<file path="config.mk">
export PLATFORM = sky130hd
export DESIGN_NAME = alu
export DESIGN_NICKNAME = d
export VERILOG_FILES = /design/src/rtl/alu_pkg.sv /design/src/rtl/alu_flag_reg.sv /design/src/rtl/alu.sv
export SDC_FILE = /design/constraint.sdc
export NUM_CORES = 1
export LEC_CHECK = 0
export ABC_CLOCK_PERIOD_IN_PS = 3300
export BUFFER_PORTS_ARGS = -buffer_cell sky130_fd_sc_hd__buf_4
export CAP_MARGIN = 0
export CELL_PAD_IN_SITES_DETAIL_PLACEMENT = 1
export CELL_PAD_IN_SITES_GLOBAL_PLACEMENT = 2
export CORE_UTILIZATION = 25
export CTS_BUF_LIST = sky130_fd_sc_hd__clkbuf_4 sky130_fd_sc_hd__clkbuf_8
export DETAILED_ROUTE_END_ITERATION = 7
export PLACE_DENSITY_LB_ADDON = 0.08
export SLEW_MARGIN = 20
export SYNTH_ARGS = -nofsm -noshare
export SYNTH_HDL_FRONTEND = slang
export SYNTH_SLANG_ARGS = --single-unit
</file>
<file path="constraint.sdc">
create_clock -name CLK -period 3.3 [get_ports CLK]
set_clock_uncertainty 0.2 [all_clocks]
set_input_delay 0.66 -clock CLK [delete_from_list [all_inputs] [get_ports CLK]]
set_output_delay 0.66 -clock CLK [all_outputs]
set_load 0.005 [all_outputs]
</file>
<file path="src/rtl/alu_pkg.sv">
// Shared types for the datapath ALU: operation encoding, default width and the
// status-flag bundle that feeds the branch logic.
package alu_pkg;

  localparam int ALU_WIDTH = 8;

  typedef enum logic [2:0] {
    OP_FWD = 3'd0,
    OP_ADD = 3'd1,
    OP_AND = 3'd2,
    OP_OR  = 3'd3
  } alu_op_e;

  typedef struct packed {
    logic zero;
    logic carry;
    logic overflow;
  } alu_flags_t;

endpackage : alu_pkg

</file>
<file path="src/rtl/alu_flag_reg.sv">
// Enable-gated status flag register with asynchronous active-low clear.
module alu_flag_reg
  import alu_pkg::*;
(
  input  logic       clk_i,
  input  logic       rst_ni,
  input  logic       en_i,
  input  alu_flags_t flags_i,
  output alu_flags_t flags_o
);

  alu_flags_t flags_d;
  alu_flags_t flags_q;

  always_comb begin
    flags_d = flags_q;
    if (en_i) begin
      flags_d = flags_i;
    end
  end

  always_ff @(posedge clk_i or negedge rst_ni) begin
    if (!rst_ni) begin
      flags_q <= '0;
    end else begin
      flags_q <= flags_d;
    end
  end

  assign flags_o = flags_q;

endmodule : alu_flag_reg

</file>
<file path="src/rtl/alu.sv">
// Combinational 8-bit ALU (FWD/ADD/AND/OR) with registered status flags for
// the branch logic; reserved operations yield zero and raise illegal_op.
module alu
  import alu_pkg::*;
#(
  parameter int WIDTH = ALU_WIDTH,
  parameter int OP_W  = 3
) (
  input  logic             CLK,
  input  logic             RESETn,
  input  logic [WIDTH-1:0] data1,
  input  logic [WIDTH-1:0] data2,
  input  logic [OP_W-1:0]  operation,
  input  logic             flag_en,
  output logic [WIDTH-1:0] result,
  output logic             zero,
  output logic             carry,
  output logic             overflow,
  output logic             illegal_op,
  output logic             zero_q,
  output logic             carry_q,
  output logic             overflow_q
);

  logic [WIDTH:0] sum;
  alu_flags_t     flags_now;
  alu_flags_t     flags_reg;

  // One extra bit on the adder so the carry-out falls out of the sum directly.
  assign sum = {1'b0, data1} + {1'b0, data2};

  always_comb begin
    result     = '0;
    carry      = 1'b0;
    overflow   = 1'b0;
    illegal_op = 1'b0;
    case (operation)
      OP_FWD: result = data2;
      OP_ADD: begin
        result   = sum[WIDTH-1:0];
        carry    = sum[WIDTH];
        overflow = (data1[WIDTH-1] == data2[WIDTH-1]) &&
                   (sum[WIDTH-1] != data1[WIDTH-1]);
      end
      OP_AND: result = data1 & data2;
      OP_OR:  result = data1 | data2;
      default: illegal_op = 1'b1;
    endcase
  end

  assign zero = (result == '0);

  assign flags_now.zero     = zero;
  assign flags_now.carry    = carry;
  assign flags_now.overflow = overflow;

  alu_flag_reg u_flag_reg (
    .clk_i   (CLK),
    .rst_ni  (RESETn),
    .en_i    (flag_en),
    .flags_i (flags_now),
    .flags_o (flags_reg)
  );

  assign zero_q     = flags_reg.zero;
  assign carry_q    = flags_reg.carry;
  assign overflow_q = flags_reg.overflow;

endmodule : alu

</file>
======== Word-level counts from Yosys, hierarchy flattened ========
Index checks and enable logic that the tools add are counted.
word-level totals
  logic and storage cells ................. 19
  register bits after elaboration ......... 3
  output and inout bits ................... 15
  input bits .............................. 22
cells by class
  bitwise operators ....................... 2
  reduce and logical (&&, ||, !) cells .... 4
  muxes and demuxes ....................... 4
  eq/ne operators ......................... 5
  add/sub/neg operators ................... 1
operators with widths
  kind                number
  $pmux 8 s4          1
  $add 8x8->9         1
  $and 8x8->8         1
  $logic_not 8->1     1
  $or 8x8->8          1
  $eq 3x2->1 const B  2
  $reduce_or 4->1     1
  $eq 3x1->1 const B  1
  $logic_not 3->1     1
  $mux 1              3
  $eq 1x1->1          1
  $logic_and 1x1->1   1
  $ne 1x1->1          1

======== Depth between registers and ports, before layout ========
Gate-level depths: netlist of run 1.
  depth after elaboration ................. 4
  mapped depth ............................ 9
  mapped depth without buffers ............ 9

======== Modules after synthesis ========
From an unflattened synthesis of run 1, not the netlist that was laid out.
unflattened totals
  cells, all modules ...................... 122
  area, all modules ....................... 955.9 µm²
modules (own cells, without submodules)
  module        area an instance (µm²)  cells an instance  sequential area each (µm²)  instances
  alu           847.1                   116                0.0                         1
  alu_flag_reg  108.9                   6                  75.1                        1

======== Least setup slack after synthesis of run 1 ========
Ideal clock, no wire load.
  kind .................................... input -> output
  start point ............................. input port data1[0]
  end point ............................... output port zero
  buffers on the path ..................... 0
  arrival ................................. 2.547 ns
  slack ................................... -0.107 ns
  stages .................................. 9
  data required time ...................... 2.440 ns
  cell sequence ........................... ha_1 > inv_1 > fa_1 > nand2b_1 > a21oi_1 > or4_1 > o211ai_1 > or4b_4 > nor2_1
between the ends
  cells in the longest elaborated chain, start to end .. 3
  elaborated cells on any way between the ends .. 5
  those cells by class .................... add/sub (1); mux (1); bitwise (2); reduce/logical (1)
RTL lines
  item             line       source
  from (decl)      alu.sv:11  input logic [WIDTH-1:0] data1,
  $add 8x8->9      alu.sv:30  assign sum = {1'b0, data1} + {1'b0, data2};
  $pmux 8 s4       alu.sv:37  case (operation)
  via result[6]    alu.sv:15  output logic [WIDTH-1:0] result,
  $logic_not 8->1  alu.sv:51  assign zero = (result == '0);
  to (decl)        alu.sv:16  output logic zero,
The timed path passes the listed nets, and every way through them passes these cells.

======== Worst setup path after layout of run 1 ========
  start point ............................. input port data1[1]
  end point ............................... output port zero
between the ends
  cells in the longest elaborated chain, start to end .. 3
  elaborated cells on any way between the ends .. 5
  those cells by class .................... add/sub (1); mux (1); bitwise (2); reduce/logical (1)
RTL lines
  item                                 line
  $add 8x8->9 (tied with other cells)  alu.sv:30
  $pmux 8 s4 *                         alu.sv:37
  $logic_not 8->1 *                    alu.sv:51
Mark *: on every way between the ends. The rest lies on a longest branch, timed or not.

==> reports/results.tsv, run 1 <==
stage	metric	value	unit
finish	syn2layout_area_growth	71.7	%
worst_setup_path	reg2reg_slack	2370	ps
status	violations	setup timing	
sta	fin_crit_sh	1.04	
synthesis	ys.flop_type	dfrtp_1	
synthesis	yosysSeqAreaShare	0.0782	
global_route	grt_overflow	0	
finish	drive_above_1_share	0.575	
placed_design	postPlaceCellArea	0.00147	mm2
clocking	numClockSinks	3	
placed_design	dp_hpwl	2.46	mm
routing	drc	0	
synthesis	avgSynthCellArea	8.42	um2
power_and_ir_drop	ir_drop	0.0000774	V
synthesis	synth_most_common_cell	inv_1	
finish	nFillCells	430	
clocking	clk_path_buf_depth	2	
worst_setup_path	start_kind	primary input	
sta	rsz0062_at_grt	yes	
global_route	grt_max_degree	12	
floorplan	die_y	64.0	um
global_route	grt_pass1_wl	5.06	mm
routing	drtIter0Drc	20	
worst_setup_path	startpoint	data1[1]	
worst_setup_path	worstRegToRegCells	1	
worst_setup_path	worst_ep_arrival_time	2570	ps
clocking	cts_tree	yes	
power_and_ir_drop	p_per_area	244	mW/mm2
worst_setup_path	cp-endpoint	zero	
power_and_ir_drop	leakage	0.830	nW
synthesis	synth_top_cell_area_share	0.209	
synthesis	ys_types	36	
sta	relSlewSlack	0.724	
finish	largest_register_ffs	3	
placed_design	gp_congestion	0.717	
synthesis	yosys.area.top_type	ha_1	
floorplan	ios	37	
worst_setup_path	cp.required	2440	ps
synthesis	synthTopCellsByArea	ha_1 (21%), inv_1 (8.6%), dfrtp_1 (7.8%)	
worst_setup_path	path_class	in2out	
floorplan	coreArea	0.00366	mm2
sta	holdWs	25.3	ps
finish	seq_area	75.1	um2
finish	layout.cells.non_filler	227	
finish	antenna_cells	0	
sta	hold_viol	0	
worst_setup_path	rr_endpoint	u_flag_reg.flags_o[0]	
clocking	clk_latency	210	ps
routing	wl_per_cell	13.2	um
clocking	cts_hold_buf	0	
floorplan	rows	22	
synthesis	syn-instance-count	114	
sta	worstMarginPinSlew	412	ps
finish	utilization	0.450	
finish	multi_input_area	855	um2
floorplan	start_util	0.262	
global_route	antenna_found_initial	0	
synthesis	synth-edff-count	0	
placed_design	post-place-cells	220	
floorplan	die_w	64.0	um
sta	setup_viol	1	
floorplan	die_area	0.00409	mm2
placed_design	pre_cts_slack	-251	ps
routing	drt-total-wl	3.00	mm
global_route	grt_use_total	0.158	
finish	fin_area	0.00165	mm2
sta	period_minus_slack	3430	ps
routing	ant_nets	0	
placed_design	port_buffers	36	
synthesis	async_reset_ff_frac	1.00	
clocking	tritoncts.num_buffers	3	
status	status	complete, but fails checks	
synthesis	syn_nets	153	
synthesis	syn-cell-area	960	um2
sta	fmax	0.292	GHz
worst_setup_path	end_kind	primary output	
synthesis	ys_ff_latch	3	
routing	via_per_inst	4.66	
routing	drtPass1Iterations	4	
routing	vias	1057	
clocking	htree_levels	1	
worst_setup_path	r2r-start	u_flag_reg.flags_o[0]	
synthesis	yosys_warnings	0	
worst_hold_path	hold_class	in2async	
sta	setup_slack	-130	ps
job	max_cap_violations	0	
synthesis	netlist_top_cells_count	inv_1 (22), ha_1 (16), a21oi_1 (7), nor2_1 (7), mux2i_1 (6)	
clocking	cts_root_buffer	clkbuf_8	
worst_setup_path	path_max_fanout	3	
finish	nets	219	
global_route	grt_pass1_vias	1119	
sta	drv_slew	0	
clocking	clkTransAtPathRegs	30	ps
worst max-delay path: stages:
cell and delay, ps:
buf_6 100, inv_4 50, ha_4 200, a211oi_4 270, o31a_1 240, xor2_2 180, o22ai_2 100, or4b_4 560
nor2_2 90, buf_4 110
layout by cell type (no fill, tap or decap), types with 3 or more instances in the layout:
cell type and count:
nor2_2 3, buf_4 60, o22a_2 5, nand2_1 5
o22ai_1 4, ha_1 12, ha_4 3, nor2_1 4
mux2i_1 6, inv_1 19, a21oi_1 5, buf_6 5
dfrtp_1 3, clkbuf_8 3
logic make-up (layout without fill, tap and decap cells):
group                      after synthesis  after routing  synth area share
xor gates and xnor gates                 4              4            0.0365
muxes                                    9              9             0.129
buffers and inverters                   27             92             0.138
DFF                                      3              3            0.0782
AOI/OAI and AO/OA                       32             32             0.253
and+or+nand+nor                         22             22             0.136
adders and majority gates               17             17             0.229
layer usage:
| metal | vias to the layer above | wire (um) | GRT usage | part of all wire |
|---|---|---|---|---|
| met4 | 0 | 0 | 0.0341 | 0 |
| met5 | - | 0 | 0 | 0 |
| met1 | 498 | 1340 | 0.196 | 0.45 |
| li1 | 533 | - | - | - |
| met3 | 0 | 104 | 0.0125 | 0.035 |
| met2 | 26 | 1560 | 0.291 | 0.52 |
how the worst min path moves through the flow:
stage,start,end,slack (ps),cells after the start
detailed placement,RESETn,u_flag_reg.flags_o[2],250,1
CTS,RESETn,u_flag_reg.flags_o[2],20,1
floorplan,RESETn,u_flag_reg.flags_o[0],160,0
global placement,RESETn,u_flag_reg.flags_o[0],250,1
finish,RESETn,u_flag_reg.flags_o[2],30,1
global route,RESETn,u_flag_reg.flags_o[0],20,1
area by class of cell:
cell class | instances | area share
Tap cell | 48 | 0.0364
Timing Repair Buffer | 66 | 0.317
Sequential cell | 3 | 0.0456
Multi-Input combinational cell | 84 | 0.519
Clock buffer | 4 | 0.0296
Inverter | 22 | 0.0532
stage by stage:
| stage | total power, mW | TNS, ps |
|---|---|---|
| after floorplan | 0.155 | 0 |
| after CTS | 0.400 | -217 |
| final | 0.402 | -130 |
| after detailed placement | 0.263 | -476 |
| after global routing | 0.434 | -205 |
| after global placement | 0.256 | -352 |
report_power, final:
group	switching [mW]	internal (mW)
clock	0.0246	0.0906
sequential	0.00150	0.0402
combinational	0.108	0.138
what timing repair did:
action                     in CTS  in global routing
pin swaps                      11                  6
buffers inserted                3                  0
setup endpoints to repair       4                  4
resized for setup              20                 10
Power figures use the tool's default switching activity.
==> run 2: changes to the inputs <==
Settings changed: ABC_CLOCK_PERIOD_IN_PS 3300 to 4270, CORE_UTILIZATION 25 to 30, SETUP_SLACK_MARGIN set to 0.1.
Clock period 3.3 ns to 4.27 ns, I/O delays scaled along.
==> run 2 against run 1 <==
Effect of this change:
- sequential power down 23%
- global-route usage up 0.22 points
- critical endpoint unchanged
- clock power down 50%
- total power down 43%
- combinational power down 44%
- first-iteration DRC count down 25%
- the flow now finishes without violations
- worst setup slack better by 350 ps
- count of clock-buffer cells in the layout unchanged
- largest cell class unchanged
- core utilization down 2.9 points
- cell area down 22%
==> reports/results.tsv, run 2 (synthesis gave the netlist of run 1 again) <==
stage	metric	value	unit
status	status	finished, final reports clean	
clocking	htree_levels	1	
worst_setup_path	path_max_fanout	4	
worst_setup_path	worstRegToRegCells	1	
finish	final_cell_mix	buf_4 (36), inv_1 (22), ha_1 (15), nor2_1 (7)	
worst_setup_path	reg2reg_slack	3320	ps
worst_setup_path	rr_endpoint	u_flag_reg.flags_o[0]	
sta	fmax	0.247	GHz
floorplan	start_util	0.314	
routing	drt-total-wl	2.63	mm
sta	relSlewSlack	0.693	
worst_hold_path	hold_class	in2async	
global_route	grt_use_total	0.160	
worst_setup_path	crit_chain	buf_4 -> ha_2 -> inv_1 -> fa_1 -> nand2b_4 -> a21oi_2 -> or4_1 -> o211ai_1 -> or4b_4 -> nor2_1 -> buf_4	
floorplan	die_w	58.6	um
routing	vias	955	
floorplan	coreArea	0.00305	mm2
placed_design	port_buffers	36	
global_route	grt_overflow	0	
worst_setup_path	cpMostUsedCell	buf_4	
sta	finalSetupTns	0	ps
sta	worstMarginPinSlew	455	ps
worst_setup_path	r2r-start	u_flag_reg.flags_o[0]	
clocking	cts_tree	yes	
floorplan	die_area	0.00343	mm2
routing	drc	0	
finish	largest_register_ffs	3	
clocking	clkTransAtPathRegs	40	ps
finish	drive_above_1_share	0.376	
finish	final_common_cell	buf_4	
placed_design	dp_hpwl	2.13	mm
clocking	cts_root_buffer	clkbuf_4	
sta	setup_viol	0	
floorplan	die_y	58.6	um
clocking	clk_latency	240	ps
clocking	numClockSinks	3	
sta	hold_viol	0	
job	max_cap_violations	0	
worst_setup_path	worst_path_max_delay_cell	or4b_4	
global_route	grt_pass1_vias	933	
routing	via_per_inst	4.95	
power_and_ir_drop	leakage	0.667	nW
worst_setup_path	max_stage_delay	560	ps
worst_setup_path	start_kind	primary input	
floorplan	rows	20	
sta	rsz0062_at_grt	no	
routing	drtPass1Iterations	4	
floorplan	ios	37	
routing	drtIter0Drc	15	
routing	ant_nets	0	
worst_setup_path	cp.required	3220	ps
power_and_ir_drop	p_per_area	177	mW/mm2
clocking	clk_path_buf_depth	2	
sta	period_minus_slack	4050	ps
worst_setup_path	end_kind	primary output	
sta	drv_slew	0	
global_route	antenna_found_initial	0	
worst_setup_path	path_class	in2out	
worst_setup_path	worst_ep_arrival_time	3000	ps
finish	nets	189	
finish	syn2layout_area_growth	34.0	%
global_route	grt_max_degree	13	
global_route	grt_pass1_wl	4.26	mm
finish	antenna_cells	0	
clocking	cts_setup_buffers	0	
finish	layout.cells.non_filler	193	
placed_design	gp_congestion	0.692	
power_and_ir_drop	ir_drop	0.0000470	V
placed_design	post-place-cells	189	
sta	fin_crit_sh	0.948	
clocking	tritoncts.num_buffers	3	
routing	wl_per_cell	13.6	um
[run 2: changes by cell type in the layout (fill, tap and decap cells not counted), sizes merged]
cell,previous run,this run
buf,66,36
[run 2: final cells by class]
| cell class | count | area, um2 |
|---|---|---|
| timing repair buffer | 36 | 270 |
| fill | 387 | 1770 |
| tap | 44 | 55.1 |
| sequential | 3 | 75.1 |
| inverter | 22 | 82.6 |
| multi-input combinational | 84 | 773 |
| clock buffer | 4 | 30.0 |
[run 2: layer usage]
metal | share of wire | vias up | GRT usage
met1 | 0.45 | 457 | 0.217
met5 | 0 | - | 0
met2 | 0.50 | 26 | 0.276
met4 | 0 | 0 | 0.0204
li1 | - | 472 | -
met3 | 0.043 | 0 | 0.0242
[run 2: worst max-delay path by stage]
stage,slack (ps),startpoint,to,cells past startpoint
global route,100,data1[0],zero,11
global placement,190,data1[0],zero,11
CTS,150,data1[0],zero,11
finish,220,data1[0],zero,11
floorplan,470,data1[0],zero,9
detailed placement,160,data1[0],zero,11
[run 2: per-stage QoR]
| step | setup slack [ps] | utilization | area, um2 | power [mW] | hold slack, ps |
|---|---|---|---|---|---|
| 5_1_grt | 101 | 0.421 | 1290 | 0.248 | 188 |
| 4_1_cts | 148 | 0.414 | 1260 | 0.228 | 192 |
| 3_3_place_gp | 190 | 0.405 | 1230 | 0.164 | 293 |
| 6_report | 220 | 0.421 | 1290 | 0.227 | 201 |
| 2_1_floorplan | 475 | - | 960 | 0.116 | 305 |
| 3_5_place_dp | 157 | 0.405 | 1230 | 0.168 | 312 |
[run 2: repair_timing]
item                                    in CTS  in global routing
endpoints found under the hold margin        0                  0
hold buffers                                 0                  0
gates resized for setup                      0                  4
endpoints found under the setup margin       0                  1
[run 2: worst max-delay path: cells and delay by family]
kind | cells | cell delay, ps
adder cells (fa/ha/maj) | 2 | 600
buffers and inverters | 3 | 280
AND/OR/NAND/NOR | 4 | 970
AO/OA/AOI/OAI | 2 | 300
[run 2: where the power goes]
part	internal, mW	leakage, nW	switching (mW)
combinational	0.0705	0.608	0.0677
sequential	0.0310	0.0402	0.00113
clock	0.0414	0.0184	0.0157
==> run 3: changes to the inputs <==
Settings changed: ABC_CLOCK_PERIOD_IN_PS 4270 to 4750.
Clock period 4.27 ns to 4.75 ns, I/O delays scaled along.
==> run 3 against run 2 <==
Effect of this change:
- first-iteration DRC count is 6.7% higher
- die area is the same
- cell area down 1.7%
- wire length is 0.38% lower
- non-clock buffer count is the same
- worst setup slack improved by 220 ps
- critical path type unchanged
- register-to-register slack gained 480 ps
==> reports/results.tsv, run 3 (synthesis gave the netlist of run 1 again) <==
stage	metric	value	unit
status	status	finished, final reports clean	
finish	drive_above_1_share	0.356	
finish	antenna_cells	0	
worst_setup_path	cpMostUsedCell	buf_4	
routing	drtPass1Iterations	4	
routing	vias	950	
job	max_cap_violations	0	
clocking	cts_hold_buf	0	
worst_setup_path	path_max_fanout	4	
worst_setup_path	start_kind	primary input	
worst_setup_path	worst_path_max_delay_cell	or4b_4	
sta	rsz0062_at_grt	no	
finish	largest_register_ffs	3	
worst_setup_path	cp.required	3600	ps
routing	drtIter0Drc	16	
finish	syn2layout_area_growth	31.8	%
routing	drt-total-wl	2.62	mm
floorplan	die_w	58.6	um
worst_hold_path	hold_class	in2async	
sta	fmax	0.232	GHz
sta	period_minus_slack	4310	ps
global_route	grt_pass1_wl	4.26	mm
routing	ant_nets	0	
sta	fin_crit_sh	0.907	
sta	finalSetupTns	0	ps
global_route	grt_max_degree	13	
global_route	antenna_found_initial	0	
clocking	post_cts_resized	0	
global_route	grt_pass1_vias	933	
global_route	grt_overflow	0	
floorplan	rows	20	
floorplan	die_y	58.6	um
finish	nets	189	
clocking	cts_tree	yes	
clocking	tritoncts.num_buffers	3	
sta	worstMarginPinSlew	455	ps
global_route	grt_use_total	0.160	
finish	final_cell_mix	buf_4 (36), inv_1 (22), ha_1 (16), nor2_1 (7), a21oi_1 (7)	
clocking	htree_levels	1	
power_and_ir_drop	leakage	0.660	nW
routing	via_per_inst	4.92	
worst_setup_path	crit_chain	buf_4 -> ha_1 -> inv_1 -> fa_1 -> nand2b_1 -> a21oi_1 -> or4_1 -> o211ai_1 -> or4b_4 -> nor2_1 -> buf_4	
sta	holdWs	297	ps
worst_setup_path	worst_ep_arrival_time	3160	ps
floorplan	ios	37	
power_and_ir_drop	p_per_area	159	mW/mm2
sta	setup_viol	0	
finish	nFillCells	390	
placed_design	dp_hpwl	2.13	mm
sta	drv_slew	0	
worst_setup_path	path_class	in2out	
floorplan	start_util	0.314	
finish	final_common_cell	buf_4	
routing	wl_per_cell	13.6	um
clocking	clkTransAtPathRegs	40	ps
clocking	cts_setup_buffers	0	
placed_design	port_buffers	36	
clocking	cts_root_buffer	clkbuf_4	
routing	drc	0	
sta	hold_viol	0	
worst_setup_path	end_kind	primary output	
power_and_ir_drop	ir_drop	0.0000423	V
worst_setup_path	max_stage_delay	560	ps
floorplan	die_area	0.00343	mm2
floorplan	coreArea	0.00305	mm2
sta	relSlewSlack	0.693	
placed_design	gp_congestion	0.692	
clocking	numClockSinks	3	
clocking	clk_path_buf_depth	2	
clocking	clk_latency	240	ps
-- run 3: cell counts in the layout (fill, tap and decap cells not counted) --
Identical to the previous run, type by type.
-- run 3: layout make-up --
| class | count | area (um2) | area share |
|---|---|---|---|
| clock buffers | 4 | 30.0 | 0.0237 |
| inverters | 22 | 82.6 | 0.0653 |
| multi-input cells | 84 | 752 | 0.594 |
| flip-flops and latches | 3 | 75.1 | 0.0593 |
| well taps | 44 | 55.1 | 0.0435 |
| repair buffers | 36 | 270 | 0.214 |
-- run 3: final timing paths --
check,cells past startpoint,endpoint,slack [ps],start
worst max-delay path,11,zero,440,data1[0]
min in group CLK,2,u_flag_reg.flags_o[2],320,u_flag_reg.flags_o[2]
worst max register to register,1,u_flag_reg.flags_o[0],3800,u_flag_reg.flags_o[0]
worst min register to register,2,u_flag_reg.flags_o[2],320,u_flag_reg.flags_o[2]
worst min-delay path,1,u_flag_reg.flags_o[1],300,RESETn
max in group asynchronous,1,u_flag_reg.flags_o[0],3950,RESETn
-- run 3: routing by layer --
| layer | GRT usage | share of wire | vias up |
|---|---|---|---|
| met5 | 0 | 0 | - |
| met4 | 0.0204 | 0 | 0 |
| met2 | 0.276 | 0.50 | 26 |
| li1 | - | - | 472 |
| met3 | 0.0242 | 0.043 | 0 |
| met1 | 0.217 | 0.46 | 452 |
-- run 3: critical path: cells and delay by family --
kind                       cells  cell delay (ps)
and+or+nand+nor                4             1010
AOI/OAI and AO/OA              2              360
adders and majority gates      2              570
buffers and inverters          3              270
-- run 3: stage by stage --
step | total power [mW] | setup WS, ps | std cells | util | instance area, um2
6_report | 0.201 | 440 | 193 | 0.414 | 1260
3_5_place_dp | 0.151 | 445 | 189 | 0.405 | 1230
5_1_grt | 0.219 | 309 | 193 | 0.414 | 1260
4_1_cts | 0.205 | 436 | 193 | 0.414 | 1260
3_3_place_gp | 0.147 | 478 | 189 | 0.405 | 1230
2_1_floorplan | 0.104 | 763 | 114 | - | 960
-- run 3: report_power, final --
part | switching [mW] | internal, mW | leakage [nW]
clock network | 0.0141 | 0.0372 | 0.0184
logic | 0.0590 | 0.0614 | 0.601
registers | 0.00101 | 0.0278 | 0.0402
